$ cat src/rtl/div_seq4b_if.sv
// Start/busy/done handshake and operand/result bus between the controlling FSM and the divider.
interface div_seq4b_if #(parameter int N = 4);
  logic         start;
  logic [N-1:0] A;
  logic [N-1:0] B;
  logic [N-1:0] Q;
  logic [N-1:0] R;
  logic         busy;
  logic         done;
  logic         div0;

  modport master (output start, A, B, input Q, R, busy, done, div0);
  modport slave  (input start, A, B, output Q, R, busy, done, div0);
endinterface

$ cat src/rtl/div_seq4b.sv
// Restoring unsigned divider, one quotient bit per clock: done N+1 edges after accept (1 edge if B==0).
// No backpressure: start is only honoured in IDLE/DONE, ignored while busy.
module div_seq4b #(
  parameter int N = 4
) (
  input  logic        clk,
  input  logic        rst_n,
  div_seq4b_if.slave  bus
);
  localparam int CW = $clog2(N + 1);

  typedef enum logic [1:0] {S_IDLE, S_CALC, S_DONE} state_t;

  state_t        r_state;
  state_t        w_state_nxt;
  logic [N-1:0]  r_a;
  logic [N-1:0]  r_b;
  logic [N:0]    r_rem;
  logic [CW-1:0] r_cnt;
  logic [N-1:0]  r_q;
  logic [N-1:0]  r_r;
  logic          r_div0;

  logic          w_accept;
  logic          w_last;
  logic [N:0]    w_rem_sh;
  logic [N:0]    w_diff;
  logic          w_ge;
  logic [N:0]    w_rem_nxt;
  logic [N-1:0]  w_a_nxt;

  assign w_accept = bus.start && ((r_state == S_IDLE) || (r_state == S_DONE));
  assign w_last   = (r_state == S_CALC) && (r_cnt == CW'(N - 1));

  // Partial remainder stays below the divisor, so its top bit is always 0 and can be dropped on shift.
  assign w_rem_sh  = {r_rem[N-1:0], r_a[N-1]};
  assign w_diff    = w_rem_sh - {1'b0, r_b};
  assign w_ge      = ~w_diff[N];
  assign w_rem_nxt = w_ge ? w_diff : w_rem_sh;
  assign w_a_nxt   = {r_a[N-2:0], w_ge};

  always_ff @(posedge clk or negedge rst_n) begin
    if (!rst_n) begin
      r_state <= S_IDLE;
    end else begin
      r_state <= w_state_nxt;
    end
  end

  always_comb begin
    w_state_nxt = r_state;
    case (r_state)
      S_IDLE, S_DONE: begin
        if (bus.start) begin
          w_state_nxt = (bus.B == '0) ? S_DONE : S_CALC;
        end else begin
          w_state_nxt = S_IDLE;
        end
      end
      S_CALC: begin
        if (w_last) begin
          w_state_nxt = S_DONE;
        end
      end
      default: w_state_nxt = S_IDLE;
    endcase
  end

  always_ff @(posedge clk or negedge rst_n) begin
    if (!rst_n) begin
      r_a    <= '0;
      r_b    <= '0;
      r_rem  <= '0;
      r_cnt  <= '0;
      r_q    <= '0;
      r_r    <= '0;
      r_div0 <= 1'b0;
    end else if (w_accept) begin
      if (bus.B == '0) begin
        r_q    <= '1;
        r_r    <= bus.A;
        r_div0 <= 1'b1;
      end else begin
        r_a    <= bus.A;
        r_b    <= bus.B;
        r_rem  <= '0;
        r_cnt  <= '0;
        r_div0 <= 1'b0;
      end
    end else if (r_state == S_CALC) begin
      r_a   <= w_a_nxt;
      r_rem <= w_rem_nxt;
      r_cnt <= r_cnt + CW'(1);
      if (w_last) begin
        r_q <= w_a_nxt;
        r_r <= w_rem_nxt[N-1:0];
      end
    end
  end

  assign bus.Q    = r_q;
  assign bus.R    = r_r;
  assign bus.busy = (r_state == S_CALC);
  assign bus.done = (r_state == S_DONE);
  assign bus.div0 = r_div0;
endmodule

$ cat src/flat_wrapper.sv
// flat-port wrapper written by rule: the top's interface ports become plain ports
module div_seq4b_flat 
#(
  parameter int N = 4
)
  (clk, rst_n, bus_start, bus_A, bus_B, bus_Q, bus_R, bus_busy, bus_done, bus_div0);
  div_seq4b_if #(.N(N)) bus_i ();
  input  logic clk;
  input  logic rst_n;
  input wire logic [$bits(bus_i.start)-1:0] bus_start;
  input wire logic [$bits(bus_i.A)-1:0] bus_A;
  input wire logic [$bits(bus_i.B)-1:0] bus_B;
  output wire logic [$bits(bus_i.Q)-1:0] bus_Q;
  output wire logic [$bits(bus_i.R)-1:0] bus_R;
  output wire logic [$bits(bus_i.busy)-1:0] bus_busy;
  output wire logic [$bits(bus_i.done)-1:0] bus_done;
  output wire logic [$bits(bus_i.div0)-1:0] bus_div0;
  assign bus_i.start = bus_start;
  assign bus_i.A = bus_A;
  assign bus_i.B = bus_B;
  assign bus_Q = bus_i.Q;
  assign bus_R = bus_i.R;
  assign bus_busy = bus_i.busy;
  assign bus_done = bus_i.done;
  assign bus_div0 = bus_i.div0;
  div_seq4b #(.N(N)) u_core (.clk(clk), .rst_n(rst_n), .bus(bus_i));
endmodule
$ cat config.mk
export PLATFORM = sky130hd
export DESIGN_NAME = div_seq4b_flat
export DESIGN_NICKNAME = d
export VERILOG_FILES = /design/src/rtl/div_seq4b_if.sv /design/src/rtl/div_seq4b.sv /design/src/flat_wrapper.sv
export SDC_FILE = /design/constraint.sdc
export NUM_CORES = 1
export LEC_CHECK = 0
export ABC_AREA = 0
export CORE_UTILIZATION = 57
export DETAILED_ROUTE_END_ITERATION = 16
export GPL_TIMING_DRIVEN = 0
export PLACE_DENSITY = 0.91
export RECOVER_POWER = 100
export SYNTH_ARGS = -nofsm -noshare
export SYNTH_HDL_FRONTEND = slang
export SYNTH_SLANG_ARGS = --single-unit
$ cat constraint.sdc
create_clock -name clk -period 3.8 [get_ports clk]
set_clock_uncertainty 0.15 [all_clocks]
set_input_delay 0.76 -clock clk [delete_from_list [all_inputs] [get_ports clk]]
set_output_delay 0.76 -clock clk [all_outputs]
set_load 0.01 [all_outputs]
==> results of run 1 <==
-- logic make-up after synthesis --
logic type               synth area share, %
AND/OR/NAND/NOR                         17.2
AO/OA/AOI/OAI                           23.2
flip-flops                              46.0
buffers and inverters                   4.42
adder cells (fa/ha/maj)                 6.72
XOR/XNOR                                1.86
multiplexers                           0.707
-- worst max-delay path by stage --
stage	to	slack, ns
6_report	u_core.bus.R[3]	0.84
5_1_grt	u_core.bus.R[3]	0.71
4_1_cts	bus_busy	1.16
3_5_place_dp	u_core.r_rem[1]	1.17
3_3_place_gp	u_core.r_rem[1]	1.23
2_1_floorplan	u_core.bus.R[3]	1.58
-- cell type report --
cell class,instances,area (sq um)
clock buffer,3,22.5
multi-input combinational,99,667
buffer,5,21.3
sequential,26,651
clock inverter,1,30.0
inverter,9,33.8
fill,162,606
tap,28,35.0
timing repair buffer,21,210
-- state kept, by name, summed over array words and instances (netlist names) --
name             count
u_core.bus.Q         4
u_core.bus.R         4
u_core.r_a           4
u_core.r_b           4
u_core.r_rem         4
u_core.r_cnt         3
u_core.r_state       2
u_core.bus.div0      1
-- per-layer routing --
layer	routed length (um)	part of all wire [%]	vias to the layer above
li1	-	-	549
met1	1340	43	568
met2	1610	51	44
met3	152	4.9	2
met4	19	0.61	0
met5	0	0	-
-- power groups by stage --
stage	sequential [uW]	clock (uW)	combinational [uW]
floorplan	512	0	693
global placement	504	0	933
detailed placement	514	0	983
CTS	507	195	1000
global route	524	206	1060
finish	506	194	965
-- layout by cell type, fill, tap and decap left out, types with 2 or more instances in the layout --
| cell | n |
|---|---|
| o21ai_0 | 7 |
| a41oi_1 | 2 |
| a21oi_1 | 4 |
| or3_1 | 2 |
| a22o_1 | 3 |
| dlygate4sd3_1 | 13 |
| nand2_1 | 18 |
| dfrtp_1 | 26 |
| o211ai_1 | 2 |
| ha_1 | 6 |
| clkbuf_4 | 3 |
| clkdlybuf4s50_1 | 8 |
| a31oi_1 | 4 |
| nor2_1 | 12 |
| buf_2 | 2 |
| inv_1 | 9 |
| a21o_1 | 4 |
| nor2b_1 | 2 |
| nand3_1 | 7 |
| o22a_2 | 3 |
| nor2_2 | 2 |
| clkbuf_1 | 3 |
| xnor2_1 | 2 |
| nand2b_1 | 2 |
-- stage by stage --
step / std cells / util [%]
floorplan: 139 / -
global route: 192 / 73.4
detailed placement: 188 / 73.0
global placement: 188 / 73.0
finish: 192 / 73.4
CTS: 192 / 75.3
==> impl_metrics.csv, run 1 <==
group,metric,value,unit
setup_path,worst_r2r_path_depth,8,
logic_synthesis,synth.lib_cells_used.distinct,43,
logic_synthesis,synth_top_cells_by_area,"dfrtp_1 46%, ha_1 5.3%, nand2_1 4.2%, nor2_1 3.2%, nand3_1 2.5%",
grt,first_global_vias,1169,
grt,globalRoute.busiestLayer,"met2",
setup_path,cp_slowest_cell,"or4_1",
grt,grt.overflow.total,0,
clock_tree,cts_resized,0,
setup_path,critical-path-top-cell-by-count,"o21ai_0",
placement,post-dp-hpwl,2290,um
setup_path,worstReg2RegStart,"u_core.r_a[3]",
setup_path,critical_path_required,3.91,ns
grt,maximum_number_of_pins_on_one_net_before_global_route_repair,27,
clock_tree,clock_latency_at_the_later_pin_of_the_worst_skew_pair,0.33,ns
detailed_routing,drtIter0Drc,23,
die,floorplan.rows,17,
logic_synthesis,netlist.area_leader.share,46.0,%
power,internal_power,952,uW
clock_tree,cts.path.max_buffers,2,
clock_tree,worst_setup_hold_path_clk_slew,0.15,ns
power,p_per_area,997,nW/um^2
logic_synthesis,synth-edff-count,0,
sta,fin_setup_tns,0,ns
die,die-height,51.8,um
sta,fmax,0.337,GHz
grt,first_pass_grt_wire_length,5180,um
grt,use_met1,32.4,%
die,floorplan.initialDensity,62.2,%
power,seq_power_share,30.4,%
clock_tree,cts_post_setup_buffers_inserted,0,
sta,final_min_period_over_clock_period,78.0,%
detailed_routing,drc_errors,0,
grt,grt_antenna_before_repair,0,
sta,grt_setup_unrepaired,"no",
logic_synthesis,asyncSetResetFlopFracSynth,100,%
grt,grt_util_met2,47.4,%
logic_synthesis,synth_top_cell_by_area,"dfrtp_1",
detailed_routing,drt-vias-per-instance,6.06,
power,power,1670,uW
sta,finalMaxSlewViolations,0,
die,fp.coreArea,2280,sq um
setup_path,cp_top_family,"buffers and inverters",
power,switching_share,42.8,%
logic_synthesis,postSynth.topFlopCell,"dfrtp_1",
sta,final_period_minus_worst_setup_slack,2.96,ns
logic_synthesis,syn-instance-count,139,
clock_tree,number_of_hold_buffers_added_after_cts,0,
placement,gpl.final_weighted_congestion,0.791,
power,cellLeakagePower,0.000737,uW
finish,num-nets-final,183,
setup_path,critical_path.cell_chain,"dlygate4sd3_1 > or4_1 > o21ai_0 > clkbuf_1 > o21ai_0 > o22ai_1",
sta,layout_setup_ws,0.836,ns
clock_tree,cts.sink_count,26,
die,dieArea,2690,sq um
logic_synthesis,share_of_synthesized_area_occupied_by_flip_flops_and_latches,46.0,%
logic_synthesis,synth_common_cells,"26 x dfrtp_1, 16 x nand2_1, 12 x nor2_1",
setup_path,timing.critical_path.depth,6,
logic_synthesis,ys_warn_count,0,
logic_synthesis,synth_nets,157,
finish,area.growth.synth_to_final,18.0,%
setup_path,max_stage_delay,0.59,ns
finish,antenna_cell_count,0,
finish,fraction_of_final_layout_cells_sized_beyond_drive_strength_1,9.76,%
outcome,outcome,"complete, no violations",
setup_path,ff2ff_setup_slack,1.24,ns
clock_tree,htree_num_levels,1,
hold_path,worstHoldEndpoint,"u_core.bus.Q[2]",
detailed_routing,number_of_detailed_route_iterations_in_the_first_pass,4,
power,power.clock.fraction,11.7,%
power,netSwitchingPower,713,uW
setup_path,timing.critical_path.from,"bus_B[1]",
logic_synthesis,mappedNetlistArea,1420,sq um
clock_tree,cts.root.buffer_cell,"clkbuf_4",
placement,placement.io_buffers,21,
sta,hold_viol_final,0,
clock_tree,cts_inserted_buffers,3,
setup_path,timing.critical_path.buf_inv,2,
die,num_io_pins,22,
hold_path,timing.hold.worst_path_depth,1,
die,floorplan.die.width,51.8,um
setup_path,critical_path.reg2reg.endpoint,"u_core.bus.R[3]",
hold_path,hp-start,"u_core.bus.Q[2]",
setup_path,cp_max_fo,10,
detailed_routing,drt-total-wl,3120,um
sta,finalSetupViolCount,0,
power,comb_power_share,58.0,%
run,maxCapViolCount,0,
sta,timing.max_slew.rel_slack,23.1,%
logic_synthesis,avg_synthesized_cell_area,10.2,sq um
placement,post_dp_cell_area,1660,sq um
detailed_routing,drt-wirelength-per-cell,16.2,um
logic_synthesis,ys_seq_elements,26,
setup_path,arr_time_crit_path,3.07,ns
clock_tree,tritoncts,"yes",
grt,groute.usage.overall,26.1,%
detailed_routing,route.vias.total,1163,
finish,postLayoutCellArea,1670,sq um
setup_path,worst-setup-path-type,"primary input to register",
logic_synthesis,post-synth-top-count-cell,"dfrtp_1",
detailed_routing,detail_route_antenna_nets,0,
setup_path,endpoint_kind,"register",
grt,grt_use_met3,2.92,%
setup_path,critical_path.startpoint_type,"primary input",
sta,timing.hold.ws,0.353,ns
power,max-vdd-ir-drop,0.653,mV
placement,pre_cts_slack,1.17,ns
sta,worst-slew-pin-transition,1.15,ns
hold_path,holdCritPathClass,"register to register",
No activity file was read; power rests on OpenSTA's default activity.
==> run 2: changes to the inputs <==
--- a/config.mk
+++ b/config.mk
@@ -6,10 +6,10 @@
 export NUM_CORES = 1
 export LEC_CHECK = 0
 export ABC_AREA = 0
-export CORE_UTILIZATION = 57
+export CORE_UTILIZATION = 47
 export DETAILED_ROUTE_END_ITERATION = 16
 export GPL_TIMING_DRIVEN = 0
-export PLACE_DENSITY = 0.91
+export PLACE_DENSITY = 0.81
 export RECOVER_POWER = 100
 export SYNTH_ARGS = -nofsm -noshare
 export SYNTH_HDL_FRONTEND = slang
==> constraint.sdc (replaced) <==
create_clock -name clk -period 2.65 [get_ports clk]
set_clock_uncertainty 0.15 [all_clocks]
set_input_delay 0.53 -clock clk [delete_from_list [all_inputs] [get_ports clk]]
set_output_delay 0.53 -clock clk [all_outputs]
set_load 0.01 [all_outputs]
==> run 2 against run 1 <==
  * The run now ends with DRC left
  * Cell area shrank 0.22%
  * Via count down 1.3%
  * Count of clock-buffer cells in the layout increased by 1
  * Largest cell class unchanged
  * Largest power group unchanged
==> impl_metrics.csv, run 2 (synthesis results as in run 1) <==
group,metric,value,unit
outcome,outcome,"finished, violations left",
outcome,violations,"DRC",
power,max-vdd-ir-drop,0.704,mV
clock_tree,cts_resized,0,
sta,final_min_period_over_clock_period,93.3,%
finish,most-common-layout-cells,"26 x dfrtp_1, 18 x nand2_1, 13 x nor2_1, 13 x dlygate4sd3_1, 9 x inv_1",
detailed_routing,route.vias.total,1148,
finish,finish.utilization,59.4,%
sta,finalMaxSlewViolations,0,
finish,filler_cell_count,259,
sta,final_period_minus_worst_setup_slack,2.47,ns
die,floorplan.rows,19,
detailed_routing,drc_errors,6,
finish,finalNonFillerCells,195,
setup_path,arr_time_crit_path,2.51,ns
sta,fin_setup_tns,0,ns
clock_tree,number_of_hold_buffers_added_after_cts,0,
die,dieArea,3230,sq um
sta,hold_viol_final,0,
setup_path,critical_path.startpoint_type,"register",
finish,num-nets-final,183,
placement,placedCellCount,191,
clock_tree,worst_setup_hold_path_clk_slew,0.15,ns
grt,grt_antenna_before_repair,0,
power,netSwitchingPower,987,uW
die,floorplan.die.width,56.9,um
finish,antenna_cell_count,0,
clock_tree,cts.root.buffer_cell,"clkbuf_4",
power,cellLeakagePower,0.000736,uW
sta,finalSetupViolCount,0,
die,num_io_pins,22,
sta,worst-slew-pin-transition,1.14,ns
sta,timing.max_slew.rel_slack,24.0,%
die,die-height,56.9,um
finish,layout.cells.most_common,"dfrtp_1",
hold_path,holdCritPathClass,"register to register",
run,maxCapViolCount,0,
finish,postLayoutCellArea,1670,sq um
power,seq_power_share,31.5,%
detailed_routing,drtIter0Drc,55,
finish,area.growth.synth_to_final,17.8,%
setup_path,critical_path_required,2.69,ns
grt,groute.usage.overall,21.4,%
setup_path,cp_max_fo,10,
sta,layout_setup_ws,0.177,ns
detailed_routing,detail_route_antenna_nets,0,
die,fp.coreArea,2810,sq um
placement,post_dp_cell_area,1660,sq um
clock_tree,tritoncts,"yes",
sta,grt_setup_unrepaired,"no",
grt,grt.overflow.total,0,
die,floorplan.initialDensity,50.4,%
grt,maximum_number_of_pins_on_one_net_before_global_route_repair,27,
clock_tree,cts.sink_count,26,
finish,fraction_of_final_layout_cells_sized_beyond_drive_strength_1,10.4,%
detailed_routing,number_of_detailed_route_iterations_in_the_first_pass,10,
power,power.clock.fraction,8.7,%
detailed_routing,drt-wirelength-per-cell,15.3,um
finish,multi_input_area,676,sq um
placement,gpl.final_weighted_congestion,0.851,
setup_path,endpoint_kind,"register",
finish,register_area,651,sq um
clock_tree,htree_num_levels,1,
grt,first_pass_grt_wire_length,5330,um
power,switching_share,43.1,%
clock_tree,cts.path.max_buffers,2,
grt,first_global_vias,1134,
power,p_per_area,1380,nW/um^2
placement,placement.io_buffers,21,
setup_path,worst-setup-path-type,"register to register",
detailed_routing,drt-total-wl,2990,um
power,internal_power,1310,uW
power,comb_power_share,59.8,%
clock_tree,cts_inserted_buffers,3,
detailed_routing,drt-vias-per-instance,5.89,
sta,fmax,0.404,GHz
clock_tree,clock_latency_at_the_later_pin_of_the_worst_skew_pair,0.33,ns
clock_tree,cts_post_setup_buffers_inserted,0,
placement,pre_cts_slack,0.126,ns
placement,post-dp-hpwl,2290,um
[run 2: layout make-up]
cell class	instances	share of cell area (%)
Multi-Input combinational cell	99	40.5
Sequential cell	26	39.0
Timing Repair Buffer	21	12.6
Clock buffer	4	2.18
Inverter	9	2.03
Tap cell	31	2.33
Buffer	5	1.28
[run 2: routing by layer]
layer / vias up / share of wire [%] / GRT usage (%)
met3: 0 / 6.2 / 5.99
met2: 48 / 51 / 36.2
li1: 543 / - / -
met4: 0 / 0 / 4.88
met5: - / 0 / 0
met1: 557 / 43 / 27.2
[run 2: worst max-delay path, stage by stage (launching register included)]
cell and delay, ns:
dfrtp_1 0.42, inv_1 0.09, ha_1 0.21, fa_1 0.41, nand2b_1 0.20, o2bb2ai_4 0.20
xnor2_2 0.20, a211oi_1 0.33, o31ai_1 0.11
[run 2: metrics by stage]
stage / total power, uW / hold slack [ns]
3_5_place_dp: 2150 / 0.340
2_1_floorplan: 1730 / 0.0844
3_3_place_gp: 2080 / 0.324
6_report: 2290 / 0.360
4_1_cts: 2350 / 0.372
5_1_grt: 2520 / 0.384
[run 2: power by group through the flow]
stage | combinational [uW] | clock [uW] | sequential (uW)
after floorplan | 994 | 0 | 734
after global placement | 1360 | 0 | 723
after detailed placement | 1420 | 0 | 733
after CTS | 1430 | 202 | 725
after global routing | 1550 | 218 | 748
final | 1370 | 200 | 721
[run 2: worst paths after layout]
check / start / endpoint / slack [ns] / cells after the start
min in group asynchronous: rst_n / u_core.bus.Q[1] / 0.70 / 1
worst max-delay path: u_core.r_a[3] / u_core.r_rem[3] / 0.18 / 8
worst min-delay path: u_core.bus.Q[3] / u_core.bus.Q[3] / 0.36 / 1
worst max register to register: u_core.r_a[3] / u_core.r_rem[3] / 0.18 / 8
max in group asynchronous: rst_n / u_core.r_b[1] / 0.95 / 1
worst min register to register: u_core.bus.Q[3] / u_core.bus.Q[3] / 0.36 / 1
==> run 3: changes to the inputs <==
--- a/config.mk
+++ b/config.mk
@@ -11,6 +11,9 @@
 export GPL_TIMING_DRIVEN = 0
 export PLACE_DENSITY = 0.81
 export RECOVER_POWER = 100
+export SKIP_CTS_REPAIR_TIMING = 1
+export SLEW_MARGIN = 0
 export SYNTH_ARGS = -nofsm -noshare
 export SYNTH_HDL_FRONTEND = slang
 export SYNTH_SLANG_ARGS = --single-unit
+export TNS_END_PERCENT = 100
==> results of run 3 <==
Same layout as run 2: the final DEF is identical, and so are final timing and power.
